### config.mk
export PLATFORM = sky130hd
export DESIGN_NAME = shift_add_sequencer
export DESIGN_NICKNAME = d
export VERILOG_FILES = /design/src/rtl/mult_pkg.sv /design/src/rtl/iter_counter.sv /design/src/rtl/shift_add_sequencer.sv
export SDC_FILE = /design/constraint.sdc
export NUM_CORES = 1
export LEC_CHECK = 0
export ABC_AREA = 1
export ABC_CLOCK_PERIOD_IN_PS = 1300
export CORE_AREA = 2 2 39 41
export DETAILED_ROUTE_END_ITERATION = 10
export DIE_AREA = 0 0 41 43
export DONT_BUFFER_PORTS = 1
export SYNTH_ARGS = -nofsm -noshare
export SYNTH_HDL_FRONTEND = slang
export SYNTH_SLANG_ARGS = --single-unit
### constraint.sdc
create_clock -name clk -period 1.3 [get_ports clk]
set_input_delay 0.39 -clock clk [delete_from_list [all_inputs] [get_ports clk]]
set_output_delay 0.39 -clock clk [all_outputs]
set_load 0.005 [all_outputs]
### src/rtl/mult_pkg.sv
// Shared types and sizing helpers for the shift-and-add multiplier control.
// The STEP state is only reachable when ADD_SHIFT_MERGE_EN is defined.
package mult_pkg;

   localparam int WIDTH_DEF = 8;

   typedef enum logic [2:0] {
      ST_IDLE  = 3'd0,
      ST_LOAD  = 3'd1,
      ST_CHECK = 3'd2,
      ST_ADD   = 3'd3,
      ST_SHIFT = 3'd4,
      ST_STEP  = 3'd5,
      ST_DONE  = 3'd6
   } seq_state_t;

   // Counter width able to hold the value w itself.
   function automatic int cnt_w_f(input int w);
      return $clog2(w + 1);
   endfunction

endpackage

### src/rtl/iter_counter.sv
// Loadable down-counter for the iteration count, with zero/one flags.
// Saturates at zero so a stray dec never wraps.
module iter_counter #(
   parameter int CNT_W = 4
) (
   input  logic             clk,
   input  logic             rst_n,
   input  logic             load,
   input  logic             dec,
   input  logic [CNT_W-1:0] load_val,
   output logic [CNT_W-1:0] count,
   output logic             is_zero,
   output logic             is_one
);

   always_ff @(posedge clk or negedge rst_n) begin
      if (!rst_n) begin
         count <= '0;
      end else if (load) begin
         count <= load_val;
      end else if (dec && (count != '0)) begin
         count <= count - 1'b1;
      end
   end

   assign is_zero = (count == '0);
   assign is_one  = (count == CNT_W'(1));

endmodule

### src/rtl/shift_add_sequencer.sv
// Control FSM for the shift-and-add multiplier datapath.
// Build option ADD_SHIFT_MERGE_EN folds CHECK/ADD/SHIFT into one STEP state.
//
// state | meaning
// IDLE  | waiting for start, ready high
// LOAD  | load B and Q, clear {E,A}, count <- WIDTH
// CHECK | inspect q0 to choose ADD or SHIFT
// ADD   | capture A + B into {E,A}
// SHIFT | right-shift {E,A,Q}, count down
// STEP  | merged add (if q0) and shift in one cycle
// DONE  | one-cycle completion pulse
module shift_add_sequencer
   import mult_pkg::*;
#(
   parameter int WIDTH = WIDTH_DEF,
   parameter int CNT_W = cnt_w_f(WIDTH)
) (
   input  logic             clk,
   input  logic             rst_n,
   input  logic             start,
   input  logic             abort,
   input  logic             q0,
   output logic             ready,
   output logic             busy,
   output logic             done,
   output logic             ld_b,
   output logic             q_lds,
   output logic             q_ebl,
   output logic             a_clr,
   output logic             add_en,
   output logic             shift_en,
   output logic [CNT_W-1:0] count
);

   seq_state_t state, state_next;
   logic       cnt_load;
   logic       cnt_dec;
   logic       cnt_zero;
   logic       cnt_one;

   iter_counter #(.CNT_W(CNT_W)) u_iter_counter (
      .clk      (clk),
      .rst_n    (rst_n),
      .load     (cnt_load),
      .dec      (cnt_dec),
      .load_val (CNT_W'(WIDTH)),
      .count    (count),
      .is_zero  (cnt_zero),
      .is_one   (cnt_one)
   );

   always_ff @(posedge clk or negedge rst_n) begin
      if (!rst_n) begin
         state <= ST_IDLE;
      end else begin
         state <= state_next;
      end
   end

   always_comb begin
      state_next = state;
      ready      = 1'b0;
      busy       = 1'b0;
      done       = 1'b0;
      ld_b       = 1'b0;
      q_lds      = 1'b0;
      q_ebl      = 1'b0;
      a_clr      = 1'b0;
      add_en     = 1'b0;
      shift_en   = 1'b0;
      cnt_load   = 1'b0;
      cnt_dec    = 1'b0;

      case (state)
         ST_IDLE: begin
            ready = 1'b1;
            if (start) state_next = ST_LOAD;
         end
         ST_LOAD: begin
            busy     = 1'b1;
            ld_b     = 1'b1;
            q_lds    = 1'b1;
            q_ebl    = 1'b1;
            a_clr    = 1'b1;
            cnt_load = 1'b1;
`ifdef ADD_SHIFT_MERGE_EN
            state_next = ST_STEP;
`else
            state_next = ST_CHECK;
`endif
         end
`ifdef ADD_SHIFT_MERGE_EN
         ST_STEP: begin
            // add_en follows q0 directly; the datapath shifts the sum on the same edge
            busy       = 1'b1;
            shift_en   = 1'b1;
            q_ebl      = 1'b1;
            add_en     = q0;
            cnt_dec    = 1'b1;
            state_next = (cnt_one || cnt_zero) ? ST_DONE : ST_STEP;
         end
`else
         ST_CHECK: begin
            busy       = 1'b1;
            state_next = q0 ? ST_ADD : ST_SHIFT;
         end
         ST_ADD: begin
            busy       = 1'b1;
            add_en     = 1'b1;
            state_next = ST_SHIFT;
         end
         ST_SHIFT: begin
            busy       = 1'b1;
            shift_en   = 1'b1;
            q_ebl      = 1'b1;
            cnt_dec    = 1'b1;
            state_next = (cnt_one || cnt_zero) ? ST_DONE : ST_CHECK;
         end
`endif
         ST_DONE: begin
            done       = 1'b1;
            state_next = ST_IDLE;
         end
         default: begin
            state_next = ST_IDLE;
         end
      endcase

      if (abort) state_next = ST_IDLE;
   end

endmodule

After elaboration in Yosys (flattened, before gate mapping)
Cells that the tools add are included.
{ "word_totals": {"reg_bits": 7, "in_bits": 5, "out_inout_bits": 13, "word_cells": 32} }
{ "op_classes": {"n_addsub": 1, "eq_ne": 7, "muxes": 14, "reduce_logical": 8} }
{ "ops": {"columns": ["cell", "count"], "rows": [
  ["$pmux 3 s5", 1],
  ["$mux 3", 4],
  ["$mux 4", 2],
  ["$mux 1", 7],
  ["$eq 3x2->1 const B", 2],
  ["$eq 3x3->1 const B", 2],
  ["$eq 4x1->1 const B", 1],
  ["$logic_not 4->1", 1],
  ["$reduce_bool 4->1", 1],
  ["$reduce_or 4->1", 1],
  ["$sub 4x1->4 const B", 1],
  ["$eq 3x1->1 const B", 1],
  ["$logic_not 3->1", 1],
  ["$ne 3x3->1 const B", 1],
  ["$reduce_bool 2->1", 1],
  ["$reduce_or 2->1", 1],
  ["$logic_and 1x1->1", 1],
  ["$logic_or 1x1->1", 1]
]} }

Longest topological paths before layout
Gate-level depths: netlist of run 1.
{ "logic_depth": {"word_depth": 5, "mapped_depth": 7, "ltp_nobuf": 7} }

Modules after synthesis
Synthesis of run 1 repeated with hierarchy kept, for this count alone.
{ "unflattened": {"hier_cells": 81, "area_unflattened_um2": 523.0} }
{ "modules_own_cells": {"columns": ["module", "n_inst", "cells_per_inst", "area_per_inst_um2", "seq_area_each_um2"], "rows": [
  ["iter_counter", 1, 43, 290.3, 100.1],
  ["shift_add_sequencer", 1, 38, 232.7, 75.1]
]} }

Worst setup path after synthesis of run 1
Ideal clock, no wire load.
{ "synth_path": {"path_type": "reg-to-output", "from": "reg state[2]", "to": "out ld_b", "t_arrival_ns": 0.880, "required_ns": 0.910, "slack_ns": 0.030, "stages_incl_launch_ff": 5, "path_buffers": 1, "path_cell_list": "dfrtp_1 inv_2 nand3_2 inv_1 buf_4"} }
{ "synth_between": {"elab_chain_cells": 2} }
{ "synth_rtl": {"columns": ["element", "line", "source"], "rows": [
  ["start, declared", "shift_add_sequencer.sv:35", "seq_state_t state, state_next;"],
  ["start signal, assigned", "shift_add_sequencer.sv:56", "state <= state_next;"],
  ["$eq 3x1->1", null, null],
  ["$mux 1", null, null],
  ["end, declared", "shift_add_sequencer.sv:26", "output logic ld_b,"]
]} }
No other way between the ends.

Worst setup path after layout of run 1
{ "layout_path": {"from": "reg state[2]", "to": "out q_ebl"} }
{ "layout_between": {"elab_chain_cells": 3, "word_cells_on_any_way": 4, "classes_between": "eq/ne: 2; mux: 1; reduce/logical: 1"} }
{ "layout_rtl": {"columns": ["element", "line", "source"], "rows": [
  ["$eq 3x3->1 or $eq 3x1->1 (tied branches)", "shift_add_sequencer.sv:74", "case (state)"],
  ["$reduce_or 2->1 (no source line) (*)", null, null],
  ["$mux 1 (*)", "shift_add_sequencer.sv:74", null],
  ["end, declared", "shift_add_sequencer.sv:28", "output logic q_ebl,"]
]} }
Every way passes the cells marked *; elsewhere a longest branch is shown, timed or not.

==> summary.txt, run 1 <==
Finish
  – Multi-input logic area: 304 sq um
  – Share of layout cells above drive strength 1: 38.3%
  – Final nets: 89
  – Fill cells: 136
  – Synthesis-to-layout area growth: 41.4%
  – Inserted Diodes: 0
  – FF/Latch Area: 175 sq um

Detailed routing
  – Via count: 464
  – Starting DRT DRC Count: 5
  – DR WL/cell: 10.7 um
  – Final wirelength: 1040 um
  – DRT Pass-1 Iters: 4
  – DR DRC count: 0
  – DR vias/cell: 4.78
  – ANT nets after route: 0

Synthesis
  – Register bit count reported by yosys: 7
  – Area leader, netlist: dfrtp_1
  – Synth cell types: 16
  – Number of flops mapped to enable cells by yosys: 0
  – Synth Cell Area: 478 sq um
  – Warnings, synthesis: 0
  – FFs w/ async S/R, synth: 100%
  – Most common cell in the netlist: nand2_1
  – Nets in the synthesized netlist: 75
  – Synth top area share: 36.6%
  – Cell count after synthesis: 68
  – Syn avg cell area: 7.03 sq um
  – Top FF cell, synth: dfrtp_1
  – Seq/Total Area, Yosys: 36.6%
  – Top cells by area, synth: dfrtp_1 37%, nand3_1 13%, nand2_1 11%
  – Top post-synthesis cells by count: 14 x nand2_1, 12 x nand3_1, 10 x nor2_1, 9 x inv_1, 7 x dfrtp_1

Placed design
  – HPWL after DPL: 759 um
  – Routability cong.: 0.770
  – Port bufs: 0

Die
  – Placeable Area: 1380 sq um
  – IO Count: 18
  – Die footprint: 1760 sq um
  – Horiz. Die Dim: 41 um
  – Initial Util: 34.5%
  – Die Ht: 43 um
  – Row cnt: 14

STA
  – WHS: 0.197 ns
  – Final Hold Vio Count: 0
  – Final critical-path share of the clock period: 108%
  – RSZ-0062 raised after global routing: yes
  – Min Tclk post-route: 1.40 ns
  – Slew Viols, Final: 0
  – Worst slew pin tran: 0.332 ns
  – Clock Skews: 0.000561 ns
  – Setup Viol. Count Final: 9
  – Setup TNS: -0.778 ns
  – Fmax: 714 MHz
  – Fin worst setup slack: -0.100 ns
  – Headroom to the max-slew limit: 77.8%

GRT
  – Gr usage total: 15.5%
  – Initial antenna violation count: 0
  – Met1 Use GR: 14.5%
  – Met2 usage: 23.8%
  – Vias in the first global route: 431
  – Largest net degree at the start of global routing: 8
  – GR Util met3: 4.71%
  – First-pass GRT wire length: 1700 um
  – Global route overflow: 0
  – Most Crowded Layer GR: met2

Clock tree
  – Clock Latency Late Sink: 0.25 ns
  – Clock-pin transition on the worst setup and hold timing paths: 0.05 ns
  – CTS Buffer Depth: 2
  – Clock sink count: 7
  – Num CTS Buffers: 3
  – H-tree depth: 1
  – CTS tree: done
  – Root Driver: clkbuf_4

Power
  – Pwr/cell area: 2280 nW/um^2
  – Max IR drop VDD: 718 uV
  – Comb pwr share: 61.8%
  – Pint: 825 uW
  – Switching portion of total power: 46.5%
  – Leakage: 0.000349 uW
  – NetSw: 716 uW
  – Clk pwr share: 12.8%
  – Seq pwr share: 25.4%

Worst setup path
  – Worst Setup End Kind: output port
  – R2r setup slk: 0.11 ns
  – CP required: 0.91 ns
  – Startpoint type of the worst setup path: register
  – Crit Path Class: register to output port
  – Worst-path fanout max: 6
  – Data arrival time of the critical path: 1.01 ns

Run status
  – Outcome: complete, but fails checks
  – Failing checks: setup timing

Flow run
  – Max-Cap Viols: 0

Min path
  – Worst Hold Class: input pin to register
==> final timing paths <==
path	endpoint	startpoint	depth (start not counted)
worst max-delay path	q_ebl	state[2]$_DFFE_PN0P_	3
worst min-delay path	state[2]$_DFFE_PN0P_	abort	1
worst max register to register	u_iter_counter.count[3]$_DFFE_PN0P_	u_iter_counter.count[0]$_DFFE_PN0P_	7
worst min register to register	u_iter_counter.count[3]$_DFFE_PN0P_	u_iter_counter.count[3]$_DFFE_PN0P_	2
max in group asynchronous	u_iter_counter.count[0]$_DFFE_PN0P_	rst_n	1
min in group asynchronous	u_iter_counter.count[3]$_DFFE_PN0P_	rst_n	1
==> metal layers <==
layer,up-vias,routed length [um]
met3,2,35
li1,238,-
met5,-,0
met4,0,23
met1,214,429
met2,10,547
==> area by class of cell <==
| type | instances | share of cell area (%) |
|---|---|---|
| Clock buffer | 4 | 3.89 |
| Inverter | 12 | 8.52 |
| Multi-Input combinational cell | 47 | 45.0 |
| Sequential cell | 7 | 25.9 |
| Tap cell | 16 | 2.96 |
| Timing Repair Buffer | 11 | 13.7 |
==> logic make-up (layout without fill, tap and decap cells) <==
group,Yosys count,count (layout),synth area share (%)
AO/OA/AOI/OAI,3,3,4.19
AND/OR/NAND/NOR,41,41,39.5
adder cells (fa/ha/maj),2,2,5.23
buffers and inverters,14,27,12.6
XOR/XNOR,1,1,1.83
flip-flops,7,7,36.6
==> cell usage in the layout, fill, tap and decap left out <==
| cell type | instances |
|---|---|
| nand3_1 | 8 |
| nor3_4 | 1 |
| nand3_2 | 3 |
| inv_2 | 1 |
| nor2_1 | 8 |
| a21oi_1 | 1 |
| o21bai_1 | 1 |
| clkinv_4 | 1 |
| nor2_2 | 2 |
| inv_4 | 3 |
| dlygate4sd3_1 | 1 |
| o211ai_1 | 1 |
| clkbuf_1 | 1 |
| nand2_1 | 12 |
| xor2_1 | 1 |
| nand2_4 | 1 |
| nor2_4 | 1 |
| inv_1 | 7 |
| ha_1 | 2 |
| dfrtp_1 | 7 |
| buf_4 | 8 |
| nand3_4 | 2 |
| buf_6 | 2 |
| nand2_2 | 3 |
| clkbuf_4 | 3 |
==> registers in the layout, indices dropped and copies added, names as in the netlist <==
| signal | count |
|---|---|
| u_iter_counter.count | 4 |
| state | 3 |
==> power groups by stage <==
| stage | clock [uW] | sequential (uW) | combinational [uW] |
|---|---|---|---|
| 2_1_floorplan | 0 | 392 | 589 |
| 3_3_place_gp | 0 | 390 | 758 |
| 3_5_place_dp | 0 | 391 | 757 |
| 4_1_cts | 212 | 387 | 943 |
| 5_1_grt | 227 | 406 | 1090 |
| 6_report | 198 | 391 | 953 |
==> through the flow <==
stage               setup slack [ns]  instances  power, uW  util (%)  area [sq um]
floorplan                     0.0300         68        981         -           478
global placement               0.110         86       1150      37.1           513
detailed placement             0.104         86       1150      37.1           513
CTS                           -0.100         97       1540      48.1           666
global route                  -0.154         97       1720      48.8           676
finish                        -0.100         97       1540      48.8           676
==> critical path, cell delays in order (launching register included) <==
cell and delay [ns]:
dfrtp_1 0.43, inv_4 0.13, nand3_4 0.11, nand2_2 0.09
==> what timing repair did <==
action | 4_1_cts | 5_1_grt
resized for setup | 18 | 4
pin swaps | 3 | 1
buffers inserted | 6 | 0
endpoints found under the hold margin | 7 | 0
setup endpoints to repair | 9 | 11
hold buffers | 1 | 0
gates cloned | 0 | 0
Note: power is estimated with default switching activity, not from simulation.
==> run 2, diff against run 1 <==
--- a/config.mk
+++ b/config.mk
@@ -11,6 +11,7 @@
 export DETAILED_ROUTE_END_ITERATION = 10
 export DIE_AREA = 0 0 41 43
 export DONT_BUFFER_PORTS = 1
+export RECOVER_POWER = 100
 export SYNTH_ARGS = -nofsm -noshare
 export SYNTH_HDL_FRONTEND = slang
 export SYNTH_SLANG_ARGS = --single-unit
==> summary.txt, run 2 (synthesized netlist as in run 1, its figures left out) <==
Finish
  – Fill cells: 141
  – Multi-input logic area: 302 sq um
  – Final nets: 89
  – Largest register FFs: 4
  – Top reg by flops: u_iter_counter.count
  – Largest regs: u_iter_counter.count x4, state x3
  – Inserted Diodes: 0
  – Commonest non-fill, non-tap cell in the layout: nand2_1
  – Most frequent cells in the layout: 12 x nand2_1, 9 x nor2_1, 8 x nand3_1
  – Share of layout cells above drive strength 1: 34.6%
  – FF/Latch Area: 175 sq um
  – Synthesis-to-layout area growth: 39.3%

Worst setup path
  – Reg-to-reg endpoint: u_iter_counter.count[0]$_DFFE_PN0P_
  – Worst-path fanout max: 6
  – R2r setup slk: 0.11 ns
  – Worst Setup End Kind: output port
  – Startpoint type of the worst setup path: register
  – Data arrival time of the critical path: 1.01 ns
  – CP required: 0.91 ns
  – Slowest-stage cell, CP: dfrtp_1
  – Crit Path Class: register to output port
  – R2r worst-path depth: 7
  – Reg2reg start: u_iter_counter.count[0]$_DFFE_PN0P_
  – CP max stage delay: 0.43 ns
  – Crit-path cells: inv_4 > nand3_4 > nand2_2

STA
  – Clock Skews: 0.000496 ns
  – Slew Viols, Final: 0
  – Headroom to the max-slew limit: 77.8%
  – Final critical-path share of the clock period: 108%
  – Worst slew pin tran: 0.333 ns
  – RSZ-0062 raised after global routing: yes
  – Min Tclk post-route: 1.40 ns
  – Setup Viol. Count Final: 9
  – Fin worst setup slack: -0.100 ns
  – Fmax: 714 MHz
  – Final Hold Vio Count: 0
  – WHS: 0.197 ns

Power
  – Seq pwr share: 25.9%
  – Clk pwr share: 13.1%
  – Pwr/cell area: 2260 nW/um^2
  – Switching portion of total power: 47.0%
  – NetSw: 709 uW
  – Leakage: 0.000341 uW
  – Max IR drop VDD: 702 uV
  – Comb pwr share: 61.0%
  – Pint: 799 uW

Placed design
  – HPWL after DPL: 759 um
  – Routability cong.: 0.770
  – Port bufs: 0
  – Dpl ws: 0.104 ns

GRT
  – Initial antenna violation count: 0
  – Gr usage total: 15.5%
  – Global route overflow: 0
  – First-pass GRT wire length: 1700 um
  – Largest net degree at the start of global routing: 8
  – Vias in the first global route: 431

Die
  – Initial Util: 34.5%
  – Die Ht: 43 um
  – Placeable Area: 1380 sq um
  – Row cnt: 14
  – IO Count: 18
  – Die footprint: 1760 sq um
  – Horiz. Die Dim: 41 um

Clock tree
  – Root Driver: clkbuf_4
  – Clock Latency Late Sink: 0.25 ns
  – CTS tree: done
  – H-tree depth: 1
  – CTS Buffer Depth: 2
  – Clock sink count: 7
  – Clock-pin transition on the worst setup and hold timing paths: 0.05 ns
  – Num CTS Buffers: 3

Flow run
  – Max-Cap Viols: 0

Min path
  – Hold_sp: abort
  – Worst Hold Class: input pin to register
  – Worst hold endpoint: state[2]$_DFFE_PN0P_
  – Worst hold path depth: 1

Detailed routing
  – DR WL/cell: 10.7 um
  – Final wirelength: 1040 um
  – DRT Pass-1 Iters: 4
  – DR DRC count: 0
  – Starting DRT DRC Count: 5
  – ANT nets after route: 0
  – DR vias/cell: 4.80
  – Via count: 466

Run status
  – Failing checks: setup timing
  – Outcome: complete, but fails checks
==> run 2: metal layers <==
metal	part of all wire (%)	global-route usage [%]	vias to the layer above
met5	0	0	-
met4	2.2	16.0	0
met3	3.4	4.71	2
met2	53	23.8	10
met1	41	14.5	216
li1	-	-	238
==> run 2: cell type report <==
cell class | count | share of cell area (%)
Sequential cell | 7 | 26.3
Timing Repair Buffer | 11 | 12.8
Multi-Input combinational cell | 47 | 45.3
Tap cell | 16 | 3.01
Clock buffer | 4 | 3.95
Inverter | 12 | 8.65
==> run 2: worst max path at each step <==
stage                                    start       end  slack, ns
after global routing      state[2]$_DFFE_PN0P_      done      -0.15
after global placement    state[0]$_DFFE_PN0P_     q_ebl       0.11
after floorplan           state[2]$_DFFE_PN0P_      ld_b       0.03
after detailed placement  state[0]$_DFFE_PN0P_     q_ebl       0.10
after CTS                 state[1]$_DFFE_PN0P_  shift_en      -0.10
final                     state[2]$_DFFE_PN0P_     q_ebl       -0.1
==> run 2: critical path, delay by kind of cell, from the launching register on <==
kind | cells | cell delay, ns
buffers and inverters | 1 | 0.13
AND/OR/NAND/NOR | 2 | 0.20
flip-flops | 1 | 0.43
==> run 2: power by group through the flow <==
stage	Combinational (uW)	Clock, uW	Sequential, uW
after floorplan	589	0	392
after global placement	758	0	390
after detailed placement	757	0	391
after CTS	943	212	387
after global routing	1060	227	405
final	919	198	390
==> run 2: timing repair <==
action | in CTS | in global routing
hold endpoints to repair | 7 | 0
setup endpoints to repair | 9 | 11
resized for setup | 18 | 4
setup buffers | 6 | 0
pin swaps | 3 | 1
hold buffers | 1 | 0
==> run 2: through the flow <==
step                      cell area (sq um)  setup TNS [ns]  total power (uW)  std cells  util [%]
after detailed placement                513               0              1150         86      37.1
after global placement                  513               0              1150         86      37.1
after global routing                    666           -1.32              1690         97      48.1
final                                   666          -0.777              1510         97      48.1
after floorplan                         478               0               981         68         -
after CTS                               666          -0.859              1540         97      48.1
